==> src/rtl/instr_sequencer.sv <==
// Program sequencer for the processor core: buffers instruction words while idle,
// then issues them one at a time, advancing on each core completion pulse.
module instr_sequencer #(
   parameter int DEPTH   = 16,
   parameter int AW      = 4,
   parameter int TIMEOUT = 8
) (
   input  logic          clk,
   input  logic          resetn,
   input  logic          wr_en,
   input  logic [15:0]   wr_data,
   input  logic          start,
   input  logic          clear,
   input  logic          proc_done,
   input  logic [15:0]   proc_out,
   output logic [15:0]   iin,
   output logic          iin_valid,
   output logic          proc_resetn,
   output logic [AW-1:0] pc,
   output logic [AW:0]   count,
   output logic [15:0]   last_result,
   output logic          busy,
   output logic          halted,
   output logic          error,
   output logic          full
);

   localparam int TW = (TIMEOUT > 2) ? $clog2(TIMEOUT) : 1;

   localparam logic [AW:0]   CNT_FULL = (AW+1)'(DEPTH);
   localparam logic [AW:0]   CNT_ONE  = (AW+1)'(1);
   localparam logic [AW-1:0] PC_ONE   = AW'(1);
   localparam logic [TW-1:0] T_LAST   = TW'(TIMEOUT - 1);
   localparam logic [TW-1:0] T_ONE    = TW'(1);

   typedef enum logic [1:0] {
      S_IDLE,
      S_WAIT,
      S_HALT,
      S_ERROR
   } state_t;

   state_t state, state_nxt;

   logic [15:0]   mem [DEPTH];
   logic [TW-1:0] timer, timer_nxt;
   logic [AW-1:0] pc_nxt;
   logic [AW:0]   count_nxt;
   logic [15:0]   iin_nxt;
   logic [15:0]   last_result_nxt;
   logic          mem_we;

   logic [AW-1:0] pc_inc;
   logic [AW:0]   last_idx;

   assign pc_inc   = pc + PC_ONE;
   assign last_idx = count - CNT_ONE;
   assign full     = (count == CNT_FULL);

   // Next-state and next-register logic; priority is clear > start > everything else.
   always_comb begin
      state_nxt       = state;
      pc_nxt          = pc;
      count_nxt       = count;
      iin_nxt         = iin;
      last_result_nxt = last_result;
      timer_nxt       = timer;
      mem_we          = 1'b0;

      if (clear) begin
         state_nxt = S_IDLE;
         count_nxt = '0;
         pc_nxt    = '0;
      end else if (start && (state != S_WAIT)) begin
         if (count == '0) begin
            state_nxt = S_HALT;
         end else begin
            state_nxt = S_WAIT;
            pc_nxt    = '0;
            iin_nxt   = mem[0];
            timer_nxt = '0;
         end
      end else if (state == S_WAIT) begin
         if (proc_done) begin
            last_result_nxt = proc_out;
            if ({1'b0, pc} == last_idx) begin
               state_nxt = S_HALT;
            end else begin
               pc_nxt    = pc_inc;
               iin_nxt   = mem[pc_inc];
               timer_nxt = '0;
            end
         end else if (timer == T_LAST) begin
            state_nxt = S_ERROR;
         end else begin
            timer_nxt = timer + T_ONE;
         end
      end else if ((state == S_IDLE) && wr_en && (count != CNT_FULL)) begin
         mem_we    = 1'b1;
         count_nxt = count + CNT_ONE;
      end
   end

   // Status outputs are registered copies of the next-state decode.
   always_ff @(posedge clk or negedge resetn) begin
      if (!resetn) begin
         state       <= S_IDLE;
         pc          <= '0;
         count       <= '0;
         iin         <= '0;
         last_result <= '0;
         timer       <= '0;
         iin_valid   <= 1'b0;
         proc_resetn <= 1'b0;
         busy        <= 1'b0;
         halted      <= 1'b0;
         error       <= 1'b0;
      end else begin
         state       <= state_nxt;
         pc          <= pc_nxt;
         count       <= count_nxt;
         iin         <= iin_nxt;
         last_result <= last_result_nxt;
         timer       <= timer_nxt;
         iin_valid   <= (state_nxt == S_WAIT);
         proc_resetn <= (state_nxt == S_WAIT);
         busy        <= (state_nxt == S_WAIT);
         halted      <= (state_nxt == S_HALT);
         error       <= (state_nxt == S_ERROR);
      end
   end

   // Program storage carries no reset; contents are only meaningful below count.
   always_ff @(posedge clk) begin
      if (mem_we) begin
         mem[count[AW-1:0]] <= wr_data;
      end
   end

endmodule

==> config.mk <==
export PLATFORM = sky130hd
export DESIGN_NAME = instr_sequencer
export DESIGN_NICKNAME = d
export VERILOG_FILES = /design/src/rtl/instr_sequencer.sv
export SDC_FILE = /design/constraint.sdc
export NUM_CORES = 1
export LEC_CHECK = 0
export ABC_CLOCK_PERIOD_IN_PS = 3100
export BUFFER_PORTS_ARGS = -buffer_cell sky130_fd_sc_hd__clkbuf_2
export CAP_MARGIN = 20
export CORE_ASPECT_RATIO = 0.5
export CORE_MARGIN = 2
export CORE_UTILIZATION = 45
export CTS_BUF_LIST = sky130_fd_sc_hd__clkbuf_4 sky130_fd_sc_hd__clkbuf_8 sky130_fd_sc_hd__clkbuf_16
export CTS_CLUSTER_SIZE = 8
export DETAILED_ROUTE_END_ITERATION = 10
export GPL_TIMING_DRIVEN = 0
export SLEW_MARGIN = 0
export SYNTH_ARGS = -nofsm -noshare
export SYNTH_HDL_FRONTEND = slang
export SYNTH_SLANG_ARGS = --single-unit
==> constraint.sdc <==
create_clock -name clk -period 3.1 [get_ports clk]
set_clock_uncertainty 0.05 [all_clocks]
set_input_delay 0.62 -clock clk [delete_from_list [all_inputs] [get_ports clk]]
set_output_delay 0.62 -clock clk [all_outputs]
set_load 0.01 [all_outputs]
### Word-level counts from Yosys, hierarchy flattened

Memories as Yosys holds them, arrays and structs flattened.
Index checks and enable logic that the tools add are counted.

| storage, ports and cells | value |
|---|---|
| memory bits (writable) | 256 |
| register bits | 49 |
| bits of input ports | 38 |
| word-level logic and storage cells | 82 |
| memories kept | 1 |

Memory list:

| name | depth | width | read ports | clocked after Yosys merged registers in | wr ports | RTL line | source |
|---|---|---|---|---|---|---|---|
| mem | 16 | 16 | 2 | 0 | 1 | 45 | `logic [15:0] mem [DEPTH];` |

| cells by class | value |
|---|---|
| bitwise logic cells | 2 |
| add/subtract/negate cells | 4 |
| muxes and demuxes | 34 |
| equality and inequality tests | 17 |
| reduce and logical (&&, ||, !) cells | 15 |

Operators by type and width:

| cell | number |
|---|---|
| 16-bit 2-to-1 mux | 5 |
| 4-bit 2-to-1 mux | 6 |
| 5-bit 2-to-1 mux | 4 |
| 3-bit 2-to-1 mux | 6 |
| 2-bit 2-to-1 mux | 7 |
| 3-bit inequality test, second input constant | 4 |
| 5-bit AND reduction | 2 |
| 2-bit inequality test, second input constant | 4 |
| 4-bit AND reduction | 2 |
| 1-bit 2-to-1 mux | 6 |
| 2-bit nonzero test | 3 |
| 3-bit nonzero test | 2 |
| 5-bit by 1-bit adder with 5-bit output, second input constant | 1 |
| 4-bit by 5-bit == test with 1-bit output | 1 |
| 5-bit == test, second input constant | 1 |
| 5-bit logical NOT | 1 |
| 5-bit inequality test, second input constant | 1 |
| 5-bit by 1-bit subtractor with 5-bit output, second input constant | 1 |
| 4-bit by 1-bit adder with 4-bit output, second input constant | 1 |
| 2-bit by 1-bit == test with 1-bit output, second input constant | 2 |
| 2-bit == test, second input constant | 2 |
| 3-bit by 1-bit adder with 3-bit output, second input constant | 1 |
| 3-bit == test, second input constant | 1 |
| 1-bit logical AND | 3 |
| other kinds (4) | 5 |

### Depth between registers and ports, before layout

| logic depth | value |
|---|---|
| depth after elaboration | 9 |
| gate-level depth with buffers | 8 |
| depth with buffers taken out | 7 |

### Worst setup path after synthesis

OpenSTA, ideal clock, no wires.

| timing | value |
|---|---|
| kind | reg-to-reg |
| start point | reg count[0] |
| end point | mem mem[2][0], enable pin |
| setup slack | -0.075 ns |
| path buffers | 0 |
| arrival | 2.716 ns |
| cell stages (with the launch flop) | 8 |
| library setup time | 0.409 ns |
| cell sequence | dfrtp_1 > inv_1 > ha_1 > nor4bb_1 > nand2b_1 > nor2_1 > nand2_1 > nor3_1 |

| on the way | value |
|---|---|
| word-level cells in the longest chain between the ends | 8 |

RTL lines:

| element | RTL line | source |
|---|---|---|
| start: declaration | 20 | `output logic [AW:0] count,` |
| start signal: assignment | 121 | `count <= count_nxt;` |
| 5-bit inequality test | 98 | `end else if ((state == S_IDLE) && wr_en && (count != CNT_FULL)) begin` |
| 1-bit logical AND | 98 |  |
| 1-bit 2-to-1 mux | 98 |  |
| 1-bit 2-to-1 mux | 83 | `end else if (state == S_WAIT) begin` |
| 1-bit 2-to-1 mux | 74 | `end else if (start && (state != S_WAIT)) begin` |
| 1-bit 2-to-1 mux | 70 | `if (clear) begin` |
| 1-bit 2-to-1 mux | 135 | `if (mem_we) begin` |
| 1-bit 2-to-1 mux (not written as such) | 136 | `mem[count[AW-1:0]] <= wr_data;` |
| end: declaration | 45 |  |

Several ways; a longest one is shown, not always the timed one.

### Worst setup path in the final report

| timing | value |
|---|---|
| start point | reg pc[1] |
| end point | reg iin[3] |

| on the way | value |
|---|---|
| word-level cells in the longest chain between the ends | 6 |
| elaborated cells between the ends (all ways) | 9 |

RTL lines:

| element | RTL line | source |
|---|---|---|
| start: declaration | 19 | `output logic [AW-1:0] pc,` |
| start signal: assignment | 120 | `pc <= pc_nxt;` |
| 4-bit by 1-bit adder with 4-bit output | 56 | `assign pc_inc = pc + PC_ONE;` |
| memory 16 x 16 bit | n/a |  |
| 16-bit 2-to-1 mux | 86 | `if ({1'b0, pc} == last_idx) begin` |
| 16-bit 2-to-1 mux | 84 | `if (proc_done) begin` |
| 16-bit 2-to-1 mux | 83 |  |
| 16-bit 2-to-1 mux | 74 |  |
| end signal: assignment | 122 | `iin <= iin_nxt;` |
| end: declaration | 16 | `output logic [15:0] iin,` |

Several ways; a longest one is shown, not always the timed one. The select of a mux whose other input is x is not followed.
A chain may end at the register's enable or synchronous reset.

==> results <==
- The run finished with clean final reports.
- The number of buffers inserted during clock tree synthesis is 44.
- The total buffers and inverters traversed by the critical path is 2.
- The count of cell types in the netlist is 48.
- The master cell of the clock root buffer is clkbuf_16.
- The critical path class is reg2reg.
- The worst min-delay path endpoint is last_result[1].
- The finished layout holds 1,154 standard cells, fillers aside.
- The number of nets in the layout is around 820.
- The number of antenna violations at the first check in global routing is 0.
- The category of the worst setup path capture point is a register.
- For this run the aggregate overflow at the end of global routing stands at 0.
- The clock transition at the registers of the reported paths is approximately 0.050 ns.
- The number of rows in the core area is 42.
- After detailed placement, the total cell area comes to 13,600 sq um.
- The number of placed cells counting well taps is ~1,100.
- The core region is between 20,000 and 30,000 sq um.
- The launch point of the worst hold path is proc_out[1].
- Setup violations remaining at the end of the flow were counted as 0.
- In this run the register-to-register setup slack is ~0.13 ns.
- The global-route wire length before repair is slightly above 40,000 um.
- The smallest setup slack after layout is approximately 0.13 ns.
- The total clock sinks is between 300 and 400.
- For the final routed database, the setup TNS stands at 0 ns.
- The met2 track demand over resource is between 20 and 30%.
- The total power of the final layout is roughly 10 mW.
- The power per standard cell area is just under 700 nW/um^2.
- The per-cell via count in the routed design is about 5.6.
- The number of DRC violations after detailed-routing iteration 0 is roughly 580.
- Pin placement for this block handled 85 I/O pins.
- The worst register-to-register path has a depth of 8.
- The final hold violation count is 0.
- The total area of multi-input combinational cells is 3320 sq um.
- The number of routed nets with antenna violations is 0.
- Sequential elements use between 70 and 80% of the synthesized area.
- The met3 routing resource usage after global routing is ~5.4%.
- The insertion delay to the later sink of the worst-skew pair is approximately 0.54 ns.
- Across the VDD grid, the largest voltage drop is around 0.00036 V.
- The count of TritonRoute iterations in the first routing pass is 5.
- For the pin with the worst max-slew slack, the measured transition is between 0.9 and 1 ns.
- The layout overhead on the synthesized area is 21.8%.
- The analysis attributes to cell leakage a power of 5.26 nW.
- The startpoint identified for the worst register-to-register timing path is pc[1].
- The effective utilization at floorplan is a little under half.
- The routed design has about 27,000 um of wire.
- The worst slack after detailed placement is -0.482 ns.
- No sink is reached through more buffers than the 3 on the longest clock path.
- The endpoint of the lowest-slack register-to-register path is iin[3].
- The cell type group with the largest total delay on the critical path is multiplexers.
- Synthesis produced a netlist with a net count of between 600 and 700.
- The gate count of the mapped netlist is 630.
- The via count is ~6,500.
- The H-tree was split into 2 levels.
- In the final routed layout, each cell accounts on average for about 24 um.
- The filler cell count in the final layout is approximately 2,000.
- The final instance area is 15,000 sq um.
- The wire-length estimate of the detail-placed layout is ~18,000 um.
- At the worst endpoint, the required time is ~3.5 ns.
- The pin count of the biggest net entering global routing is 32.
- Global routing consumed, over all layers together, around a fifth of the routing resources.
- Setup repair after global routing left no endpoint under its margin.
- The max-capacitance violation count is 0.
- The number of design rule violations left after detail routing is 0.
- The die is ~240 um wide.
- The clock period could shrink to between 2 and 3 ns.
- 0 antenna diodes ended up in the layout.
- During synthesis, Yosys emitted a total of 0 warnings.
- The die covers 28,800 sq um.
- The area of the mapped netlist is 12,300 sq um.
- The type of origin of the critical path is a register.
- In the final layout, flip-flops and latches occupy 8910 sq um.
- Once the clock tree was built, the setup fixing pass inserted 0 buffers.
- During placement, the flow inserted port buffers numbering 83.
- STA puts the critical path data arrival time at around 3.4 ns.
- The critical path goes through ha_1 -> clkbuf_4 -> buf_2 -> mux4_2 -> mux2i_1 -> nor3_1 -> a211o_1 -> mux2_4.
- Among all flip-flop cells after synthesis, the most frequent one is edfxtp_1.
- The post-route netlist has ~40% of its cells at a drive strength greater than 1.
- In this run, synthesis produced a sequential element count of 305.
- The worst path uses 95.9% of the clock period.
- The largest fanout on the critical path is 10.
- Static timing analysis puts the maximum clock frequency at about 0.34 GHz.
- The vertical extent of the die is ~120 um.
- The worst hold path passes through 2 cells.
- The layer flagged by global routing as most heavily used is met1.
- The min-delay analysis places its worst path in the category in2reg.
- A synthesized cell averages between 15 and 20 sq um.
- The standard cell with the maximum stage delay on the critical path is dfrtp_1.
- TritonCTS built the clock tree.
- Headroom to the max-slew limit came out at around 33%.
- Global routing consumed, on the met1 layer, between 20% and 30% of the routing resources.
- Counting flops with a built-in enable in the synthesized netlist gives 256.
- The via count of the first global-routing pass was between 6,000 and 7,000.
- On the worst path, the slowest cell contributes a delay of between 0.4 and 0.5 ns.
- The number of max-slew violations in the final report was 0.
- The weighted congestion reported at the end of routability-driven placement is around 0.81.
- Of all flip-flops after synthesis, the portion carrying an async set or reset was ~16%.
==> worst reg2reg max path: stages (launching register included) <==
cell	delay (ns)
dfrtp_1	0.47
ha_1	0.41
clkbuf_4	0.27
buf_2	0.31
mux4_2	0.34
mux2i_1	0.29
nor3_1	0.16
a211o_1	0.30
mux2_4	0.25
==> Yosys cell counts (all sizes together) (2+ instances only) <==
cell	n	area, sq um
a211o	15	131
a211oi	3	35.0
a21oi	5	25.0
buf	21	141
clkbuf	15	56.3
dfrtp	49	1230
edfxtp	256	7690
ha	7	87.6
inv	4	15.0
mux2	35	439
mux2i	31	310
mux4	64	1440
nand2	11	41.3
nand2b	5	31.3
nand3	3	20.0
nand3b	2	18.8
nand4	2	12.5
nand4b	2	17.5
nor2	25	93.8
nor2b	4	25.0
nor3	36	180
nor3b	3	22.5
o211a	2	27.5
o211ai	5	37.5
xnor2	7	61.3
xor2	5	43.8
==> final cells by class <==
type | count | share of cell area, %
clock inverters | 3 | 0.325
well taps | 352 | 2.93
clock buffers | 68 | 8.65
repair buffers | 101 | 5.15
plain buffers | 36 | 1.41
flip-flops and latches | 305 | 59.4
inverters | 4 | 0.100
multi-input cells | 285 | 22.1
==> registers in the layout, summed over array words and instances (netlist names) <==
signal,count
busy,1
count,5
error,1
halted,1
iin,16
last_result,16
mem,256
pc,4
state,2
timer,3
==> power by group <==
part / switching [mW] / internal, mW
sequential: 0.111 / 4.65
combinational: 0.411 / 0.421
clock: 1.69 / 2.87
total: 2.21 / 7.95
==> stage by stage <==
step	hold slack (ns)	util, %
2_1_floorplan	0.274	-
3_3_place_gp	0.424	49.5
3_5_place_dp	0.440	51.0
4_1_cts	0.239	56.1
5_1_grt	0.246	56.3
6_report	0.257	56.3
==> timing repair <==
item	CTS	global route
endpoints found under the setup margin	16	53
resized for setup	7	11
endpoints found under the hold margin	17	0
hold buffers	1	0
==> logic make-up after synthesis <==
group           after synthesis  synth area share (%)
compound gates               38                  2.60
flops                       305                  72.3
simple gates                 98                  4.09
buf+inv                      40                  1.72
mux                         130                  17.8
fa+ha+maj                     7                 0.710
xor+xnor                     12                 0.852
==> layer usage <==
layer	wire length (um)	up-vias	part of all wire (%)
met5	0	-	0
met4	452	0	1.6
met3	2230	37	8.1
met2	12000	226	44
met1	12800	3347	47
li1	-	2851	-
==> cell usage in the layout (no fill, tap or decap), types with 9 or more instances in the layout <==
cell type	Yosys	layout
nor3_1	36	32
nor2_1	25	13
edfxtp_1	256	256
clkbuf_1	15	9
clkbuf_2	0	87
mux2_2	22	22
dfrtp_1	49	49
clkbuf_4	0	25
mux2i_1	31	31
mux4_2	64	64
a211o_1	15	15
mux2_4	12	12
buf_2	11	12
nand2_1	11	11
clkbuf_16	0	45
buf_8	0	9
==> worst max-delay path by stage <==
| stage | slack, ns | startpoint | cells past startpoint | end |
|---|---|---|---|---|
| final | 0.13 | pc[1] | 8 | iin[3] |
| after global routing | 0.006 | pc[1] | 7 | iin[11] |
| after CTS | 0.003 | pc[1] | 8 | iin[7] |
| after detailed placement | -0.48 | pc[1] | 8 | iin[13] |
| after global placement | -0.91 | start | 6 | mem[9][14] |
| after floorplan | 0.35 | count[0] | 7 | mem[14][0] |
(Power assumes the default switching activity.)
